$ cat config.mk
export PLATFORM = sky130hd
export DESIGN_NAME = fp_add_prep_pipe_flat
export DESIGN_NICKNAME = d
export VERILOG_FILES = /design/src/rtl/fp_add_prep_pipe_if.sv /design/src/rtl/fp_add_prep_pipe.sv /design/src/flat_wrapper.sv
export SDC_FILE = /design/constraint.sdc
export NUM_CORES = 1
export LEC_CHECK = 0
export ABC_AREA = 1
export CAP_MARGIN = 20
export CORE_UTILIZATION = 58
export CTS_CLUSTER_DIAMETER = 30
export DETAILED_ROUTE_END_ITERATION = 10
export GPL_ROUTABILITY_DRIVEN = 0
export PLACE_DENSITY = 0.91
export SYNTH_ARGS = -nofsm -noshare
export SYNTH_HDL_FRONTEND = slang
export SYNTH_SLANG_ARGS = --single-unit
$ cat constraint.sdc
create_clock -name clk -period 5.29 [get_ports clk]
set_clock_uncertainty 0.15 [all_clocks]
set_input_delay 0.529 -clock clk [delete_from_list [all_inputs] [get_ports clk]]
set_output_delay 0.529 -clock clk [all_outputs]
set_load 0.005 [all_outputs]
$ cat src/rtl/fp_add_prep_pipe_if.sv
// Valid/ready bus between the operand source, the FP add preparer and the adder/normaliser.
// The slave modport is the preparer's view; the master modport is the producer/consumer side.
`timescale 1ns/1ps
interface fp_add_prep_pipe_if #(
  parameter int EXP_W  = 8,
  parameter int FRAC_W = 23,
  parameter int TAG_W  = 4
);
  localparam int OP_W   = 1 + EXP_W + FRAC_W;
  localparam int MANT_W = 2 * FRAC_W + 4;

  logic              in_valid;
  logic              in_ready;
  logic [OP_W-1:0]   op_1;
  logic [OP_W-1:0]   op_2;
  logic              op_sub;
  logic [TAG_W-1:0]  in_tag;

  logic              out_valid;
  logic              out_ready;
  logic              nan_res;
  logic              inf_res;
  logic              legal;
  logic              res_sign;
  logic              eff_sub;
  logic [EXP_W-1:0]  exp_max;
  logic [MANT_W-1:0] mant_a;
  logic [MANT_W-1:0] mant_b;
  logic [TAG_W-1:0]  out_tag;

  modport slave (
    input  in_valid, op_1, op_2, op_sub, in_tag, out_ready,
    output in_ready, out_valid, nan_res, inf_res, legal, res_sign,
           eff_sub, exp_max, mant_a, mant_b, out_tag
  );

  modport master (
    output in_valid, op_1, op_2, op_sub, in_tag, out_ready,
    input  in_ready, out_valid, nan_res, inf_res, legal, res_sign,
           eff_sub, exp_max, mant_a, mant_b, out_tag
  );
endinterface

$ cat src/rtl/fp_add_prep_pipe.sv
// Two-stage FP adder operand preparer: stage 1 decodes, classifies and orders the operands,
// stage 2 aligns the smaller significand with a sticky bit and registers all results.
`timescale 1ns/1ps
module fp_add_prep_pipe #(
  parameter int EXP_W  = 8,
  parameter int FRAC_W = 23,
  parameter int TAG_W  = 4
) (
  input  logic              clk,
  input  logic              rst_n,
  input  logic              flush,
  fp_add_prep_pipe_if.slave bus
);
  localparam int OP_W   = 1 + EXP_W + FRAC_W;
  localparam int SIG_W  = FRAC_W + 1;
  localparam int MANT_W = 2 * FRAC_W + 4;

  // ---------------- handshake ----------------
  logic adv1, adv2, accept, in_ready_int;
  logic rdy_q, rdy_d;
  logic s1_valid_q, s1_valid_d;
  logic out_valid_q, out_valid_d;

  // ---------------- per-operand decode ----------------
  logic [1:0][OP_W-1:0]   op_pk;
  logic [1:0][EXP_W-1:0]  ex_f;
  logic [1:0][EXP_W-1:0]  ex_e;
  logic [1:0][FRAC_W-1:0] fr_f;
  logic [1:0]             nan_f, inf_f, hid_f, zero_f;
  logic                   sign_1, sign_2e;

  assign op_pk   = {bus.op_2, bus.op_1};
  assign sign_1  = bus.op_1[OP_W-1];
  assign sign_2e = bus.op_2[OP_W-1] ^ bus.op_sub;

  for (genvar gi = 0; gi < 2; gi++) begin : g_dec
    assign ex_f[gi]   = op_pk[gi][OP_W-2:FRAC_W];
    assign fr_f[gi]   = op_pk[gi][FRAC_W-1:0];
    assign hid_f[gi]  = (ex_f[gi] != '0);
    assign ex_e[gi]   = hid_f[gi] ? ex_f[gi] : EXP_W'(1);
    assign nan_f[gi]  = (&ex_f[gi]) & (|fr_f[gi]);
    assign inf_f[gi]  = (&ex_f[gi]) & ~(|fr_f[gi]);
    assign zero_f[gi] = ~hid_f[gi] & ~(|fr_f[gi]);
  end

  // ---------------- stage 1 combinational ----------------
  logic [EXP_W+FRAC_W-1:0] key_1, key_2;
  logic                    swap, tie;
  logic                    c_nan, c_inf, c_sign, c_eff_sub;
  logic [EXP_W-1:0]        c_exp, c_del;
  logic [SIG_W-1:0]        c_sig_a, c_sig_b;

  always_comb begin
    key_1     = {ex_e[0], fr_f[0]};
    key_2     = {ex_e[1], fr_f[1]};
    swap      = (key_2 > key_1);
    tie       = (key_2 == key_1);
    c_eff_sub = sign_1 ^ sign_2e;
    c_nan     = (|nan_f) | (&inf_f & c_eff_sub);
    c_inf     = ~c_nan & (|inf_f);
    c_sign    = 1'b0;
    c_exp     = '0;
    c_del     = '0;
    c_sig_a   = '0;
    c_sig_b   = '0;
    if (c_nan) begin
      c_sign = 1'b0;
    end else if (c_inf) begin
      c_sign = inf_f[0] ? sign_1 : sign_2e;
    end else begin
      // Exact cancellation gives +0; two zeros of one sign keep that sign.
      if (tie && c_eff_sub)
        c_sign = 1'b0;
      else if ((&zero_f) && !c_eff_sub)
        c_sign = sign_1;
      else
        c_sign = swap ? sign_2e : sign_1;
      if (swap) begin
        c_exp   = ex_e[1];
        c_del   = ex_e[1] - ex_e[0];
        c_sig_a = {hid_f[1], fr_f[1]};
        c_sig_b = {hid_f[0], fr_f[0]};
      end else begin
        c_exp   = ex_e[0];
        c_del   = ex_e[0] - ex_e[1];
        c_sig_a = {hid_f[0], fr_f[0]};
        c_sig_b = {hid_f[1], fr_f[1]};
      end
    end
  end

  // ---------------- stage 1 registers ----------------
  logic             s1_nan_q, s1_nan_d;
  logic             s1_inf_q, s1_inf_d;
  logic             s1_sign_q, s1_sign_d;
  logic             s1_eff_sub_q, s1_eff_sub_d;
  logic [EXP_W-1:0] s1_exp_q, s1_exp_d;
  logic [EXP_W-1:0] s1_del_q, s1_del_d;
  logic [SIG_W-1:0] s1_sig_a_q, s1_sig_a_d;
  logic [SIG_W-1:0] s1_sig_b_q, s1_sig_b_d;
  logic [TAG_W-1:0] s1_tag_q, s1_tag_d;

  // ---------------- stage 2 alignment ----------------
  logic [MANT_W-1:0] full_a, full_b, shift_b, lost_mask;
  logic [31:0]       del_ext;

  assign del_ext = 32'(s1_del_q);
  assign full_a  = {2'b00, s1_sig_a_q, {SIG_W{1'b0}}};
  assign full_b  = {2'b00, s1_sig_b_q, {SIG_W{1'b0}}};

  // Bit gi of B falls off the bottom whenever the shift distance exceeds gi.
  for (genvar gi = 0; gi < MANT_W; gi++) begin : g_lost
    assign lost_mask[gi] = (del_ext > 32'(gi));
  end

  always_comb begin
    shift_b = '0;
    if (del_ext >= 32'(MANT_W)) begin
      shift_b = {{(MANT_W-1){1'b0}}, |s1_sig_b_q};
    end else begin
      shift_b    = full_b >> del_ext;
      shift_b[0] = shift_b[0] | (|(full_b & lost_mask));
    end
  end

  // ---------------- stage 2 registers ----------------
  logic              o_nan_q, o_nan_d;
  logic              o_inf_q, o_inf_d;
  logic              o_legal_q, o_legal_d;
  logic              o_sign_q, o_sign_d;
  logic              o_eff_sub_q, o_eff_sub_d;
  logic [EXP_W-1:0]  o_exp_q, o_exp_d;
  logic [MANT_W-1:0] o_mant_a_q, o_mant_a_d;
  logic [MANT_W-1:0] o_mant_b_q, o_mant_b_d;
  logic [TAG_W-1:0]  o_tag_q, o_tag_d;

  assign adv2         = ~out_valid_q | bus.out_ready;
  assign adv1         = ~s1_valid_q | adv2;
  assign in_ready_int = rdy_q & adv1 & ~flush;
  assign accept       = bus.in_valid & in_ready_int;

  always_comb begin
    rdy_d        = 1'b1;
    s1_valid_d   = s1_valid_q;
    out_valid_d  = out_valid_q;
    s1_nan_d     = s1_nan_q;
    s1_inf_d     = s1_inf_q;
    s1_sign_d    = s1_sign_q;
    s1_eff_sub_d = s1_eff_sub_q;
    s1_exp_d     = s1_exp_q;
    s1_del_d     = s1_del_q;
    s1_sig_a_d   = s1_sig_a_q;
    s1_sig_b_d   = s1_sig_b_q;
    s1_tag_d     = s1_tag_q;
    o_nan_d      = o_nan_q;
    o_inf_d      = o_inf_q;
    o_legal_d    = o_legal_q;
    o_sign_d     = o_sign_q;
    o_eff_sub_d  = o_eff_sub_q;
    o_exp_d      = o_exp_q;
    o_mant_a_d   = o_mant_a_q;
    o_mant_b_d   = o_mant_b_q;
    o_tag_d      = o_tag_q;

    if (adv1) s1_valid_d = accept;
    if (adv2) out_valid_d = s1_valid_q;
    if (flush) begin
      s1_valid_d  = 1'b0;
      out_valid_d = 1'b0;
    end

    if (accept) begin
      s1_nan_d     = c_nan;
      s1_inf_d     = c_inf;
      s1_sign_d    = c_sign;
      s1_eff_sub_d = c_eff_sub;
      s1_exp_d     = c_exp;
      s1_del_d     = c_del;
      s1_sig_a_d   = c_sig_a;
      s1_sig_b_d   = c_sig_b;
      s1_tag_d     = bus.in_tag;
    end

    // Illegal results already carry zero significands and exponent from stage 1.
    if (adv2 && s1_valid_q) begin
      o_nan_d     = s1_nan_q;
      o_inf_d     = s1_inf_q;
      o_legal_d   = ~s1_nan_q & ~s1_inf_q;
      o_sign_d    = s1_sign_q;
      o_eff_sub_d = s1_eff_sub_q;
      o_exp_d     = s1_exp_q;
      o_mant_a_d  = full_a;
      o_mant_b_d  = shift_b;
      o_tag_d     = s1_tag_q;
    end
  end

  always_ff @(posedge clk or negedge rst_n) begin
    if (!rst_n) begin
      rdy_q        <= 1'b0;
      s1_valid_q   <= 1'b0;
      out_valid_q  <= 1'b0;
      s1_nan_q     <= 1'b0;
      s1_inf_q     <= 1'b0;
      s1_sign_q    <= 1'b0;
      s1_eff_sub_q <= 1'b0;
      s1_exp_q     <= '0;
      s1_del_q     <= '0;
      s1_sig_a_q   <= '0;
      s1_sig_b_q   <= '0;
      s1_tag_q     <= '0;
      o_nan_q      <= 1'b0;
      o_inf_q      <= 1'b0;
      o_legal_q    <= 1'b0;
      o_sign_q     <= 1'b0;
      o_eff_sub_q  <= 1'b0;
      o_exp_q      <= '0;
      o_mant_a_q   <= '0;
      o_mant_b_q   <= '0;
      o_tag_q      <= '0;
    end else begin
      rdy_q        <= rdy_d;
      s1_valid_q   <= s1_valid_d;
      out_valid_q  <= out_valid_d;
      s1_nan_q     <= s1_nan_d;
      s1_inf_q     <= s1_inf_d;
      s1_sign_q    <= s1_sign_d;
      s1_eff_sub_q <= s1_eff_sub_d;
      s1_exp_q     <= s1_exp_d;
      s1_del_q     <= s1_del_d;
      s1_sig_a_q   <= s1_sig_a_d;
      s1_sig_b_q   <= s1_sig_b_d;
      s1_tag_q     <= s1_tag_d;
      o_nan_q      <= o_nan_d;
      o_inf_q      <= o_inf_d;
      o_legal_q    <= o_legal_d;
      o_sign_q     <= o_sign_d;
      o_eff_sub_q  <= o_eff_sub_d;
      o_exp_q      <= o_exp_d;
      o_mant_a_q   <= o_mant_a_d;
      o_mant_b_q   <= o_mant_b_d;
      o_tag_q      <= o_tag_d;
    end
  end

  assign bus.in_ready  = in_ready_int;
  assign bus.out_valid = out_valid_q;
  assign bus.nan_res   = o_nan_q;
  assign bus.inf_res   = o_inf_q;
  assign bus.legal     = o_legal_q;
  assign bus.res_sign  = o_sign_q;
  assign bus.eff_sub   = o_eff_sub_q;
  assign bus.exp_max   = o_exp_q;
  assign bus.mant_a    = o_mant_a_q;
  assign bus.mant_b    = o_mant_b_q;
  assign bus.out_tag   = o_tag_q;
endmodule

$ cat src/flat_wrapper.sv
// flat-port wrapper written by rule: the top's interface ports become plain ports
module fp_add_prep_pipe_flat 
#(
  parameter int EXP_W  = 8,
  parameter int FRAC_W = 23,
  parameter int TAG_W  = 4
)
  (clk, rst_n, flush, bus_in_valid, bus_op_1, bus_op_2, bus_op_sub, bus_in_tag, bus_out_ready, bus_in_ready, bus_out_valid, bus_nan_res, bus_inf_res, bus_legal, bus_res_sign, bus_eff_sub, bus_exp_max, bus_mant_a, bus_mant_b, bus_out_tag);
  fp_add_prep_pipe_if #(.EXP_W(EXP_W), .FRAC_W(FRAC_W), .TAG_W(TAG_W)) bus_i ();
  input  logic clk;
  input  logic rst_n;
  input  logic flush;
  input wire logic [$bits(bus_i.in_valid)-1:0] bus_in_valid;
  input wire logic [$bits(bus_i.op_1)-1:0] bus_op_1;
  input wire logic [$bits(bus_i.op_2)-1:0] bus_op_2;
  input wire logic [$bits(bus_i.op_sub)-1:0] bus_op_sub;
  input wire logic [$bits(bus_i.in_tag)-1:0] bus_in_tag;
  input wire logic [$bits(bus_i.out_ready)-1:0] bus_out_ready;
  output wire logic [$bits(bus_i.in_ready)-1:0] bus_in_ready;
  output wire logic [$bits(bus_i.out_valid)-1:0] bus_out_valid;
  output wire logic [$bits(bus_i.nan_res)-1:0] bus_nan_res;
  output wire logic [$bits(bus_i.inf_res)-1:0] bus_inf_res;
  output wire logic [$bits(bus_i.legal)-1:0] bus_legal;
  output wire logic [$bits(bus_i.res_sign)-1:0] bus_res_sign;
  output wire logic [$bits(bus_i.eff_sub)-1:0] bus_eff_sub;
  output wire logic [$bits(bus_i.exp_max)-1:0] bus_exp_max;
  output wire logic [$bits(bus_i.mant_a)-1:0] bus_mant_a;
  output wire logic [$bits(bus_i.mant_b)-1:0] bus_mant_b;
  output wire logic [$bits(bus_i.out_tag)-1:0] bus_out_tag;
  assign bus_i.in_valid = bus_in_valid;
  assign bus_i.op_1 = bus_op_1;
  assign bus_i.op_2 = bus_op_2;
  assign bus_i.op_sub = bus_op_sub;
  assign bus_i.in_tag = bus_in_tag;
  assign bus_i.out_ready = bus_out_ready;
  assign bus_in_ready = bus_i.in_ready;
  assign bus_out_valid = bus_i.out_valid;
  assign bus_nan_res = bus_i.nan_res;
  assign bus_inf_res = bus_i.inf_res;
  assign bus_legal = bus_i.legal;
  assign bus_res_sign = bus_i.res_sign;
  assign bus_eff_sub = bus_i.eff_sub;
  assign bus_exp_max = bus_i.exp_max;
  assign bus_mant_a = bus_i.mant_a;
  assign bus_mant_b = bus_i.mant_b;
  assign bus_out_tag = bus_i.out_tag;
  fp_add_prep_pipe #(.EXP_W(EXP_W), .FRAC_W(FRAC_W), .TAG_W(TAG_W)) u_core (.clk(clk), .rst_n(rst_n), .flush(flush), .bus(bus_i));
endmodule
---- Word-level counts from Yosys, hierarchy flattened ----
Cells that the tools add are included.
word-level totals
  flip-flop bits (word level) ............. 166
  latch bits .............................. 0
  memory bits (writable) .................. 0
  ROM bits ................................ 0
  bits of input ports ..................... 74
  output and inout port bits .............. 119
  word-level logic and storage cells ...... 149
  memories ................................ 0
cells by class
  $add $sub $neg .......................... 2
  $mul .................................... 0
  divide/modulo/power cells ............... 0
  $lt $le $gt $ge ......................... 52
  equal/unequal tests ..................... 1
  shift-type cells ........................ 1
  multiplexer cells ....................... 25
  bitwise gates (word level) .............. 29
  reductions and logical operators ........ 18
operator list
  cell                                                               count
  greater-than comparator 8 x 6 -> 1 bit, second input constant      18
  2-to-1 mux 24 bit                                                  6
  greater-than comparator 8 x 5 -> 1 bit, second input constant      16
  greater-than comparator 8 x 4 -> 1 bit, second input constant      8
  2-to-1 mux 8 bit                                                   8
  AND 48 x 50 -> 50 bit                                              1
  2-to-1 mux 50 bit                                                  1
  OR reduction 50 bit                                                1
  >> shifter 48 x 8 -> 50 bit                                        1
  OR reduction 23 bit                                                2
  greater-than comparator 8 x 3 -> 1 bit, second input constant      4
  == test 31 bit                                                     1
  greater-than comparator 31 bit                                     1
  OR reduction 24 bit                                                1
  greater-than comparator 8 x 1 -> 1 bit, second input constant      2
  greater-than comparator 8 x 2 -> 1 bit, second input constant      2
  AND reduction 8 bit                                                2
  nonzero test 8 bit                                                 2
  subtractor 8 bit                                                   2
  AND 1 bit                                                          12
  2-to-1 mux 1 bit                                                   10
  NOT 1 bit                                                          10
  greater-or-equal comparator 8 x 6 -> 1 bit, second input constant  1
  OR 1 bit                                                           4
  other kinds (6)                                                    12

---- Depth between registers and ports, before layout ----
Gate-level depths: netlist of the first run.
  depth after elaboration ................. 10
  mapped depth ............................ 21
  gate-level depth less buffers ........... 20

---- Worst setup path before layout of the first run ----
No wires, ideal clock.
  path type ............................... input port to flip-flop
  start ................................... input port bus_op_1[24]
  end ..................................... register u_core.s1_sig_b_q[14]
  arrival time ............................ 2.596 ns
  required time ........................... 5.007 ns
  path slack .............................. 2.412 ns
  stages .................................. 16
  buffers on the path ..................... 2
  cell sequence ........................... nor4_1 > nand3_1 > nor3_1 > nor2_1 > ha_1 > nand2_1 > inv_1 > nand4_1 > nor2_2 > nand3b_4 > nand2_4 > buf_6 > buf_6 > nand2_1 > o21ai_1 > o22ai_2
between the ends
  word-level cells in the longest chain between the ends .. 9
  elaborated cells between the ends (all ways) .. 16
  those cells by class .................... order compare (1); mux (4); bitwise (6); reduce/logical (5)
ends and longest elaborated chain
  item                                                                    line                     text
  start, declared                                                         flat_wrapper.sv:14       input wire logic [$bits(bus_i.op_1)-1:0] bus_op_1;
  branches (longest 8 deep; another with greater-than comparator 31 bit)  n/a
  2-to-1 mux 24 bit (*)                                                   fp_add_prep_pipe.sv:66   if (c_nan) begin
  end signal, assigned                                                    fp_add_prep_pipe.sv:232  s1_sig_b_q <= s1_sig_b_d;
  end, declared                                                           fp_add_prep_pipe.sv:100  logic [SIG_W-1:0] s1_sig_b_q, s1_sig_b_d;
Every way passes the cells marked *.
A chain may end at the register's enable or synchronous reset.

---- Worst setup path after layout of the first run ----
  start ................................... input port bus_op_1[24]
  end ..................................... register u_core.s1_sig_a_q[0]
between the ends
  word-level cells in the longest chain between the ends .. 9
  elaborated cells between the ends (all ways) .. 16
  those cells by class .................... order compare (1); mux (4); bitwise (6); reduce/logical (5)
ends and longest elaborated chain
  item                                                                    line                     text
  branches (longest 8 deep; another with greater-than comparator 31 bit)  n/a
  2-to-1 mux 24 bit (*)                                                   fp_add_prep_pipe.sv:66
  end signal, assigned                                                    fp_add_prep_pipe.sv:231  s1_sig_a_q <= s1_sig_a_d;
  end, declared                                                           fp_add_prep_pipe.sv:99   logic [SIG_W-1:0] s1_sig_a_q, s1_sig_a_d;
Marked as above.

==> results of run 1 <==
worst max-delay path: cells and delay by family:
kind,cells,cell delay (ns)
buf+inv,3,0.90
compound gates,2,0.28
simple gates,10,2.04
fa+ha+maj,1,0.35
logic make-up (layout without fill, tap and decap cells):
family,Yosys count,count (layout),synth area share [%]
AO/OA/AOI/OAI,302,302,16.2
other,2,29,0.0698
adder cells (fa/ha/maj),41,41,4.91
buffers and inverters,281,371,11.6
XOR/XNOR,2,2,0.163
AND/OR/NAND/NOR,746,746,28.9
flip-flops,164,164,38.2
power by group through the flow:
stage | clock network (mW) | logic [mW] | registers, mW
final | 1.27 | 1.89 | 1.76
after CTS | 1.27 | 1.85 | 1.75
after global routing | 1.32 | 2.09 | 1.79
after detailed placement | 0 | 1.82 | 1.77
after floorplan | 0 | 1.15 | 1.71
after global placement | 0 | 1.77 | 1.77
synth_stat cells, drive strengths merged:
| master | instances |
|---|---|
| and2 | 1 |
| a21boi | 1 |
| a22oi | 1 |
| o21a | 1 |
| o21bai | 1 |
| a22o | 5 |
| nor3 | 6 |
| buf | 70 |
| a32o | 4 |
| ha | 39 |
| o211ai | 17 |
| inv | 166 |
| nand3b | 3 |
| conb | 2 |
| a21o | 3 |
| nand2 | 523 |
| nand4 | 20 |
| a21oi | 27 |
| or2 | 1 |
| fa | 2 |
| xnor2 | 1 |
| nand3 | 123 |
| o22ai | 35 |
| a31oi | 4 |
| xor2 | 1 |
| nor4 | 2 |
| o21ai | 202 |
| nor2 | 67 |
| clkbuf | 45 |
| o221ai | 1 |
| dfrtp | 164 |
final timing paths:
check,endpoint,cells past startpoint,start
setup / recovery,u_core.s1_sig_a_q[0]$_DFFE_PN0P_,16,bus_op_1[24]
hold / removal,u_core.bus.exp_max[0]$_DFFE_PN0P_,2,u_core.bus.exp_max[0]$_DFFE_PN0P_
setup reg to reg,u_core.bus.mant_b[17]$_DFFE_PN0P_,9,u_core.s1_del_q[1]$_DFFE_PN0P_
hold reg to reg,u_core.bus.exp_max[0]$_DFFE_PN0P_,2,u_core.bus.exp_max[0]$_DFFE_PN0P_
max in group asynchronous,u_core.s1_sign_q$_DFFE_PN0P_,4,rst_n
min in group asynchronous,u_core.s1_sig_a_q[4]$_DFFE_PN0P_,2,rst_n
per-stage QoR:
| stage | power [mW] | cell area [sq um] |
|---|---|---|
| after floorplan | 2.86 | 10900 |
| after global placement | 3.53 | 12200 |
| after detailed placement | 3.60 | 12200 |
| after CTS | 4.87 | 12800 |
| after global routing | 5.20 | 12900 |
| final | 4.92 | 12900 |
layout make-up:
cell class / count / share of cell area (%)
clock inverters: 9 / 1.00
inverters: 166 / 4.84
clock buffers: 22 / 3.61
flip-flops and latches: 164 / 31.9
multi-input cells: 1120 / 42.8
repair buffers: 174 / 13.6
well taps: 229 / 2.23
sequential cells by signal, indices dropped and copies added (netlist names), 4 cells and up:
register / count
u_core.bus.out_tag: 4
u_core.s1_sig_a_q: 24
u_core.s1_del_q: 8
u_core.s1_tag_q: 4
u_core.s1_sig_b_q: 24
u_core.bus.mant_a: 24
u_core.bus.exp_max: 8
u_core.bus.mant_b: 48
u_core.s1_exp_q: 8
per-layer routing:
| layer | part of all wire, % | global-route usage [%] |
|---|---|---|
| met1 | 39 | 41.2 |
| met2 | 47 | 53.2 |
| met3 | 9.1 | 6.89 |
| met4 | 5.0 | 18.9 |
| met5 | 0 | 0 |
==> run summary, run 1 <==
Core footprint -> 18100 sq um
Net Sw Frac -> 37.2%
Sequential Power Share -> 35.7%
Worst setup margin -> 1.29 ns
DRT Pass-1 Iters -> 10
Initial antenna violation count -> 0
Max Slew Vio Count -> 0
Final setup violation count -> 0
#FFs+latches synth -> 164
Net switching power figure -> 1.83 mW
Logic gate share of total power -> 38.5%
FF/Latch Area -> 4100 sq um
Die Ht -> 138 um
Most common cell after layout, fill and taps aside -> nand2_1
Starting Density -> 59.5%
Number of CTS-inserted buffers -> 17
GRT Overall Usage -> 32.9%
Largest buffer count on any clock path -> 2
H-tree depth -> 4
Fin cells -> 1884
Footprint of the multi-input gates -> 5520 sq um
Fin Hold WS -> 0.327 ns
Synthesized area -> 10800 sq um
Most frequent CP cell -> nand2_1
Sink Count -> 164
Pre-CTS WS -> 1.06 ns
Pin count of the biggest net entering global routing -> 115
CTS Hold Buffers Added -> 0
Vias -> 11000
Top cells by area, synth -> dfrtp_1 38%, nand2_1 18%, o21ai_0 7.8%
Status -> finished, violations left
CP max stage cell -> clkdlybuf4s50_1
First-pass GRT wire length -> 50700 um
Root Driver -> clkbuf_16
Dpl cells -> 1851
Final Cycle Share -> 75.6%
Via/cell ratio -> 5.86
Fin nets -> 1758
Seq/Total Area, Yosys -> 38.2%
Clock transition at path regs -> 0.06 ns
Pwr dens -> 382 nW/um^2
Post-CTS Resized -> 0
Ports -> 193
RSZ-0062 raised after global routing -> false
Ys Warns -> 0
DP HPWL -> 21900 um
DR WL/cell -> 16.5 um
Area leader, netlist -> dfrtp_1
Critical path class -> in2reg
Internal power -> 3.09 mW
Syn_area_per_cell -> 6.99 sq um
Slew margin rel. -> 32.0%
Violated checks -> design-rule violations
Final Util -> 71.2%
Worst-path fanout max -> 61
HP Class -> reg2reg
Remaining DRCs -> 16
Std cell rows -> 49
Die X -> 138 um
Fillers -> 1415
Worst path required time -> 5.41 ns
Critical path cell sequence -> clkdlybuf4s50_1, nor4_1, nand3_1, nor3_1, nor2_1, ha_1, nand2_1, inv_1, nand4_1, nor2_2, nand3b_4, nand2_4, buf_12, nand2_1, o21ai_0, o22ai_1
Clock network fraction of design power -> 25.8%
Most frequent cells in the layout -> 518 x nand2_1, 167 x o21ai_0, 164 x dfrtp_1
# Max-Cap Violations -> 0
Post-synth cell types -> 47
Setup crit start kind -> primary input
GRT Residual Overflow -> 0
Area Growth Syn to Fin -> 19.7%
Max VDD drop -> 272 uV
Routed WL -> 31100 um
Leakage power -> 6.44 nW
Share of layout cells above drive strength 1 -> 4.77%
Number of global-route vias before repair -> 10500
Post-CTS Setup Bufs -> 0
Final ANT Viol Nets -> 0
Reg-to-reg slack, setup -> 1.75 ns
Worst stage delay on the critical path -> 0.51 ns
Fin. Hold Viols -> 0
# port buffers -> 164
Clk_lat worst skew -> 0.43 ns
DRT iter0 DRCs -> 1304
Slew @ Worst Pin -> 1.02 ns
Fmax achieved -> 0.250 GHz
Post-Syn Instances -> 1538
Ant diodes -> 0
Post-synth top area share -> 38.2%
CP arrival -> 4.12 ns
Crit path capture type -> register
CTS tree -> built
Setup_tns -> 0 ns
Die area -> 19100 sq um
Crit path time final -> 4.00 ns
No activity file was read; power rests on OpenSTA's default activity.
==> run 2, diff against run 1 <==
Settings changed: CORE_UTILIZATION 58 to 54, PLACE_DENSITY 0.91 to 0.86.
Clock period 5.29 ns to 3.9 ns, I/O delays scaled along.
==> run 2 against run 1 <==
The run now ends clean. First-iteration DRC count rose by 2.3%. Global-route usage fell by 1.7 points. Sequential share of layout area fell by 0.39 points. Combinational power rose by 38%. Critical path type unchanged. Largest cell class unchanged.
==> run summary, run 2 (synthesis gave the netlist of run 1 again) <==
Status -> finished, final reports clean
CP max stage cell -> clkdlybuf4s50_1
Most common cell after layout, fill and taps aside -> nand2_1
Final Cycle Share -> 87.9%
Share of layout cells above drive strength 1 -> 5.52%
Leakage power -> 6.51 nW
DR WL/cell -> 15.8 um
Ports -> 193
Fillers -> 1628
Ant diodes -> 0
Footprint of the multi-input gates -> 5520 sq um
DP HPWL -> 22400 um
Number of global-route vias before repair -> 10300
Root Driver -> clkbuf_16
Final ANT Viol Nets -> 0
Die X -> 143 um
Sink Count -> 164
Vias -> 10900
Fin nets -> 1768
Net Sw Frac -> 37.2%
Critical path class -> in2reg
Crit path time final -> 3.43 ns
Critical path cell sequence -> clkdlybuf4s50_1, nor4_1, nand3_1, nor3_1, nor2_1, ha_1, nand2_1, inv_1, nand4_1, nor2_2, nand3b_4, nand2_4, buf_12, nand2_1, o21ai_0, o21ai_0
FF/Latch Area -> 4100 sq um
Internal power -> 4.22 mW
Core footprint -> 19500 sq um
DRT iter0 DRCs -> 1334
Pwr dens -> 515 nW/um^2
Die area -> 20500 sq um
Die Ht -> 143 um
Number of CTS-inserted buffers -> 17
RSZ-0062 raised after global routing -> false
Final setup violation count -> 0
Slew @ Worst Pin -> 0.951 ns
Most frequent cells in the layout -> 518 x nand2_1, 167 x o21ai_0, 164 x dfrtp_1
Logic gate share of total power -> 38.8%
Worst path required time -> 4.04 ns
Clk_lat worst skew -> 0.44 ns
Power, Total -> 6.72 mW
Setup crit start kind -> primary input
HP Class -> in2async
Routed WL -> 30500 um
H-tree depth -> 4
Pin count of the biggest net entering global routing -> 111
Remaining DRCs -> 0
Via/cell ratio -> 5.64
GR peak layer -> met2
Fmax achieved -> 0.292 GHz
Clock network fraction of design power -> 26.0%
GRT Residual Overflow -> 0
DRT Pass-1 Iters -> 9
Sequential Power Share -> 35.1%
Crit path capture type -> register
Initial antenna violation count -> 0
Largest register FFs -> 48
Area Growth Syn to Fin -> 21.2%
Fin Hold WS -> 0.240 ns
First-pass GRT wire length -> 50200 um
Std cell rows -> 51
Fin. Hold Viols -> 0
Met3 usage -> 5.57%
Max Slew Vio Count -> 0
Max VDD drop -> 344 uV
R2R cell count -> 13
Net switching power figure -> 2.50 mW
Slew margin rel. -> 36.5%
Setup_tns -> 0 ns
Largest buffer count on any clock path -> 2
Post-CTS Setup Bufs -> 0
# port buffers -> 164
Worst stage delay on the critical path -> 0.45 ns
CP arrival -> 3.57 ns
# Max-Cap Violations -> 0
Starting Density -> 55.3%
Clock transition at path regs -> 0.06 ns
GRT Overall Usage -> 31.2%
CTS tree -> built
Worst-path fanout max -> 37
Routing usage on met1 -> 40.6%
Met2 usage -> 50.9%
==> run 2: cell count changes in the layout (fill, tap and decap cells not counted) <==
cell	previous run	this run
buf_12	1	3
clkinv_4	1	2
clkbuf_1	3	1
inv_6	0	2
buf_4	7	15
clkinvlp_4	2	1
clkinv_2	3	4
==> run 2: power groups by stage <==
stage | combinational [mW] | sequential (mW) | clock [mW]
4_1_cts | 2.56 | 2.35 | 1.76
5_1_grt | 2.91 | 2.40 | 1.83
3_5_place_dp | 2.53 | 2.38 | 0
3_3_place_gp | 2.46 | 2.37 | 0
6_report | 2.61 | 2.36 | 1.75
2_1_floorplan | 1.56 | 2.32 | 0
==> run 2: worst max-delay path, delay by kind of cell <==
kind | cells | cell delay [ns]
buffers and inverters | 3 | 0.74
and+or+nand+nor | 10 | 1.79
AOI/OAI and AO/OA | 2 | 0.28
adders and majority gates | 1 | 0.33
==> run 2: worst paths after layout <==
check                                                          to                            from  slack [ns]
worst max-delay path            u_core.s1_sig_b_q[18]$_DFFE_PN0P_                    bus_op_1[23]        0.47
worst min-delay path             u_core.bus.out_valid$_DFFE_PN0P_                           rst_n        0.24
worst max register to register   u_core.bus.mant_b[0]$_DFFE_PN0P_  u_core.s1_del_q[4]$_DFFE_PN0P_        1.06
worst min register to register  u_core.bus.exp_max[4]$_DFFE_PN0P_  u_core.s1_exp_q[4]$_DFFE_PN0P_        0.32
max in group asynchronous       u_core.bus.exp_max[6]$_DFFE_PN0P_                           rst_n        2.34
min in group clk                u_core.bus.exp_max[4]$_DFFE_PN0P_  u_core.s1_exp_q[4]$_DFFE_PN0P_        0.32
==> run 2: timing repair <==
action,in CTS,in global routing
resized for setup,0,0
endpoints found under the setup margin,0,0
hold buffers,1,0
endpoints found under the hold margin,13,0
==> run 2: layer usage <==
layer	wire length, um	vias to the layer above
li1	-	5178
met2	14400	622
met3	2650	118
met5	0	-
met4	1210	0
met1	12200	4965
==> run 2: final cells by class <==
cell class | count | share of cell area [%]
clock buffer | 20 | 3.50
sequential | 164 | 31.5
clock inverter | 12 | 1.17
timing repair buffer | 184 | 14.2
tap | 265 | 2.54
inverter | 166 | 4.78
multi-input combinational | 1120 | 42.3
==> run 2: per-stage QoR <==
stage | worst slack [ns] | util, % | cell area [sq um] | cells
final | 0.471 | 67.0 | 13000 | 1931
after global routing | 0.316 | 67.0 | 13000 | 1931
after CTS | 0.562 | 66.8 | 13000 | 1930
after detailed placement | 0.211 | 63.7 | 12400 | 1897
after global placement | 0.289 | 63.7 | 12400 | 1897
after floorplan | 1.16 | - | 10900 | 1565
